===== src/rtl/ebi_bus_arb.sv =====
// Two-master arbiter/sequencer for the internal EBI register bus.
// One transaction at a time: grant, single strobe, optional read wait, ack.
module ebi_bus_arb #(
    parameter int U_DLY     = 1,
    parameter int RD_LAT    = 2,
    parameter int PRIO_MODE = 0
) (
    input  logic        clk,
    input  logic        rst_n,
    input  logic        m0_req,
    input  logic        m0_wr,
    input  logic [15:0] m0_addr,
    input  logic [7:0]  m0_wdata,
    output logic        m0_ack,
    output logic [7:0]  m0_rdata,
    input  logic        m1_req,
    input  logic        m1_wr,
    input  logic [15:0] m1_addr,
    input  logic [7:0]  m1_wdata,
    output logic        m1_ack,
    output logic [7:0]  m1_rdata,
    output logic [15:0] bus_addr,
    output logic [7:0]  bus_wdata,
    output logic        bus_we,
    output logic        bus_oe,
    input  logic [7:0]  bus_rdata,
    output logic        arb_busy,
    output logic        arb_gnt
);

    localparam logic [1:0] S_IDLE  = 2'd0;
    localparam logic [1:0] S_ISSUE = 2'd1;
    localparam logic [1:0] S_WAIT  = 2'd2;
    localparam logic [1:0] S_DONE  = 2'd3;

    localparam logic [3:0] RD_LAT_M1 = 4'(RD_LAT - 1);

    // U_DLY is kept for parameter compatibility; the synthesizable flops carry no delay.
    logic unused_u_dly;
    assign unused_u_dly = (U_DLY != 0);

    logic [1:0]  state_q, state_d;
    logic        last_gnt_q, last_gnt_d;
    logic        gnt_q, gnt_d;
    logic [15:0] addr_q, addr_d;
    logic [7:0]  wdata_q, wdata_d;
    logic        wr_q, wr_d;
    logic [3:0]  cnt_q, cnt_d;
    logic [7:0]  m0_rdata_q, m0_rdata_d;
    logic [7:0]  m1_rdata_q, m1_rdata_d;
    logic        winner;

    // Contention goes to the master not served last, or to m0 in fixed-priority mode.
    always_comb begin
        if (m0_req && m1_req) begin
            winner = (PRIO_MODE != 0) ? 1'b0 : ~last_gnt_q;
        end else begin
            winner = m1_req;
        end
    end

    always_comb begin
        state_d    = state_q;
        last_gnt_d = last_gnt_q;
        gnt_d      = gnt_q;
        addr_d     = addr_q;
        wdata_d    = wdata_q;
        wr_d       = wr_q;
        cnt_d      = cnt_q;
        m0_rdata_d = m0_rdata_q;
        m1_rdata_d = m1_rdata_q;
        case (state_q)
            S_IDLE: begin
                if (m0_req || m1_req) begin
                    gnt_d      = winner;
                    last_gnt_d = winner;
                    addr_d     = winner ? m1_addr  : m0_addr;
                    wdata_d    = winner ? m1_wdata : m0_wdata;
                    wr_d       = winner ? m1_wr    : m0_wr;
                    state_d    = S_ISSUE;
                end
            end
            S_ISSUE: begin
                if (wr_q) begin
                    state_d = S_DONE;
                end else begin
                    cnt_d   = RD_LAT_M1;
                    state_d = S_WAIT;
                end
            end
            S_WAIT: begin
                if (cnt_q == 4'd0) begin
                    if (gnt_q) begin
                        m1_rdata_d = bus_rdata;
                    end else begin
                        m0_rdata_d = bus_rdata;
                    end
                    state_d = S_DONE;
                end else begin
                    cnt_d = cnt_q - 4'd1;
                end
            end
            default: begin
                state_d = S_IDLE;
            end
        endcase
    end

    always_ff @(posedge clk or negedge rst_n) begin
        if (!rst_n) begin
            state_q    <= S_IDLE;
            last_gnt_q <= 1'b1;
            gnt_q      <= 1'b0;
            addr_q     <= 16'h0000;
            wdata_q    <= 8'h00;
            wr_q       <= 1'b0;
            cnt_q      <= 4'd0;
            m0_rdata_q <= 8'h00;
            m1_rdata_q <= 8'h00;
        end else begin
            state_q    <= state_d;
            last_gnt_q <= last_gnt_d;
            gnt_q      <= gnt_d;
            addr_q     <= addr_d;
            wdata_q    <= wdata_d;
            wr_q       <= wr_d;
            cnt_q      <= cnt_d;
            m0_rdata_q <= m0_rdata_d;
            m1_rdata_q <= m1_rdata_d;
        end
    end

    assign bus_we    = (state_q == S_ISSUE) &&  wr_q;
    assign bus_oe    = (state_q == S_ISSUE) && !wr_q;
    assign m0_ack    = (state_q == S_DONE)  && !gnt_q;
    assign m1_ack    = (state_q == S_DONE)  &&  gnt_q;
    assign arb_busy  = (state_q != S_IDLE);
    assign arb_gnt   = gnt_q;
    assign bus_addr  = addr_q;
    assign bus_wdata = wdata_q;
    assign m0_rdata  = m0_rdata_q;
    assign m1_rdata  = m1_rdata_q;

endmodule


===== config.mk =====
export PLATFORM = sky130hd
export DESIGN_NAME = ebi_bus_arb
export DESIGN_NICKNAME = d
export VERILOG_FILES = /design/src/rtl/ebi_bus_arb.sv
export SDC_FILE = /design/constraint.sdc
export NUM_CORES = 1
export LEC_CHECK = 0
export ABC_AREA = 1
export ABC_CLOCK_PERIOD_IN_PS = 1800
export BUFFER_PORTS_ARGS = -buffer_cell sky130_fd_sc_hd__buf_2
export CORE_UTILIZATION = 47
export CTS_CLUSTER_SIZE = 16
export DETAILED_ROUTE_END_ITERATION = 12
export GPL_TIMING_DRIVEN = 0
export PLACE_DENSITY = 0.81
export SYNTH_ARGS = -nofsm -noshare
export SYNTH_HDL_FRONTEND = slang
export SYNTH_SLANG_ARGS = --single-unit

===== constraint.sdc =====
create_clock -name clk -period 1.8 [get_ports clk]
set_input_delay 0.18 -clock clk [delete_from_list [all_inputs] [get_ports clk]]
set_output_delay 0.18 -clock clk [all_outputs]
set_load 0.03 [all_outputs]

==> metrics.cfg <==
[critical_path]
cp_max_fo=10
crit_family=flip-flops
crit_path_end_kind=register
r2r_cells=6
r2r_slack_ps=180
r2r_start=state_q[0]
critPathSlowestCell=dfrtp_1
crit_required_ps=1990
crit_buf_inv=2
path_cells=inv_1 > ha_1 > nand4_2 > buf_2 > nand2_1 > o21ai_1
reg2reg_to=m0_rdata[6]
slowest_delay_ps=430
startpoint_type=register
cp.arrival_ps=1800
critPathKind=reg -> reg

[routing]
wl_per_cell_microns=10.8
drcViolationCount=0
drt_wl_total_mm=5.47
postRouteAntennaNets=0
vias_per_cell=4.64
drt_first_pass_iters=4
drt_iter0_drc=111
vias=2347

[logic_synthesis]
synth_area_leader_cell=dfrtp_1
ys_ff_latch=49
yosysWarnings=0
syn_inst=322
synth_area_per_cell_sq_um=7.48
synth_area_leaders=dfrtp_1 (50%), nand2_1 (30%), inv_1 (3.4%), o21ai_1 (3.3%), ha_1 (3.1%)
synth_fp_nets=390
synth.distinct_cells=19
synth-seq-area-share_pct=51.0
synth_area_sq_um=2410
synth_top_area_share_pct=49.9

[global_route]
grt_max_degree=50
overflow=0
grt_use_total_pct=22.2
antenna_found_initial=0
grt_pass1_vias=2120
grt_pass1_wl_mm=9.07

[place]
dp_hpwl_mm=4.20
io_buffers=107
place_inst=496
gp_routability_congestion=0.845
preCtsSetupSlack_ps=184

[sta]
rsz0062_at_grt=no
setup_ws_ps=185
finalCritPeriodShare_pct=89.7
slew_headroom_pct=30.6
hold_viol_final=0
finalCriticalPeriod_ps=1620
final-setup-viol-count=0
timing.fmax_mhz=619
slew_viol_final=0
worst_pin_slew_ps=1040
tns_ps=0
clock_skew_ps=7.46

[floorplanning]
core_area_sq_um=4820
fp.dieArea_sq_um=5410
initial_core_util_pct=50.0
die_w_microns=73.6
row_count=25
io_pins=108
die_h_microns=73.6

[finish]
nNetsFinal=506
fin_util_pct=65.7
drive_gt1_share_pct=31.2
final_cell_mix=nand2_1 (195), buf_2 (115), dfrtp_1 (48)
stdcell_count=506
areaGrowthSynthToFinish_pct=31.3
antenna_cells=0
final_common_cell=nand2_1

[min_path]
holdCritPathClass=in -> async

[pwr]
static-leakage-power_nw=1.96
p_per_area_nw_per_um2=1880
irDropWorstVdd_uv=764

[clock_network]
clock-root-buffer=clkbuf_8
htreeDepth=2
clk_pin_slew_ps=90
insertion_delay_ps=300
clk_path_buf_depth=2
cts_hold_buf=0
cts_tree=yes
cts_made_buffers=5
cts.sinks=49

[job]
cap_violations=0

[status]
status=finished, final reports clean

[how the worst max path moves through the flow]
stage	slack, ps	start	endpoint	depth (start not counted)
2_1_floorplan	350	state_q[0]	bus_addr[0]	8
3_3_place_gp	220	state_q[0]	bus_addr[2]	8
3_5_place_dp	180	state_q[0]	bus_addr[4]	8
4_1_cts	160	state_q[0]	bus_addr[0]	8
5_1_grt	4	state_q[0]	m0_rdata[7]	6
6_report	180	state_q[0]	m0_rdata[6]	6
[layer usage]
metal	wire length [microns]	global-route usage, %	vias up
met5	0	0	-
met4	125	7.69	0
met3	217	4.53	13
met2	2670	37.6	65
met1	2450	28.4	1061
li1	-	-	1208
[per-stage QoR]
stage	instance area (sq um)	hold slack (ps)	power, W
floorplan	2410	-116	0.00421
global placement	3030	417	0.00506
detailed placement	3030	428	0.00515
CTS	3150	102	0.00597
global route	3160	142	0.00642
finish	3160	64.5	0.00595
[logic make-up (layout without fill, tap and decap cells)]
kind of cell | Yosys count | after routing | share of synthesized area (%)
AND/OR/NAND/NOR | 211 | 211 | 34.6
AO/OA/AOI/OAI | 21 | 21 | 4.83
buffers and inverters | 35 | 152 | 6.49
adder cells (fa/ha/maj) | 6 | 6 | 3.12
flip-flops | 49 | 49 | 51.0
[Yosys cell counts, drive strengths merged]
cell	number
buf	10
nor2	5
nand3b	1
dfstp	1
nand2	196
nand3	6
inv	25
or2	1
ha	6
o21ai	19
dfrtp	48
a21oi	2
nand4	2
[registers in the layout, indices dropped and copies added (netlist names)]
signal	cells
wr_q	1
state_q	2
cnt_q	4
m1_rdata	8
last_gnt_q	1
bus_wdata	8
arb_gnt	1
m0_rdata	8
bus_addr	16
[what timing repair did]
action / CTS / global route
setup endpoints to repair: 0 / 5
buffers inserted: 0 / 2
hold endpoints to repair: 0 / 0
gates resized for setup: 0 / 0
[final cells by class]
cell class,instances,area (sq um)
fillers,456,1650
flip-flops and latches,49,1230
multi-input cells,238,1020
repair buffers,109,551
inverters,25,93.8
well taps,67,83.8
clock buffers,6,82.6
plain buffers,10,62.6
clock inverters,2,37.5
[where the power goes]
part	switching (W)	internal, W	leakage (nW)
registers	0.000320	0.00164	0.604
clock network	0.000353	0.000452	0.0574
logic	0.00219	0.000989	1.30
total	0.00287	0.00308	1.96
Note: power is estimated with default switching activity, not from simulation.
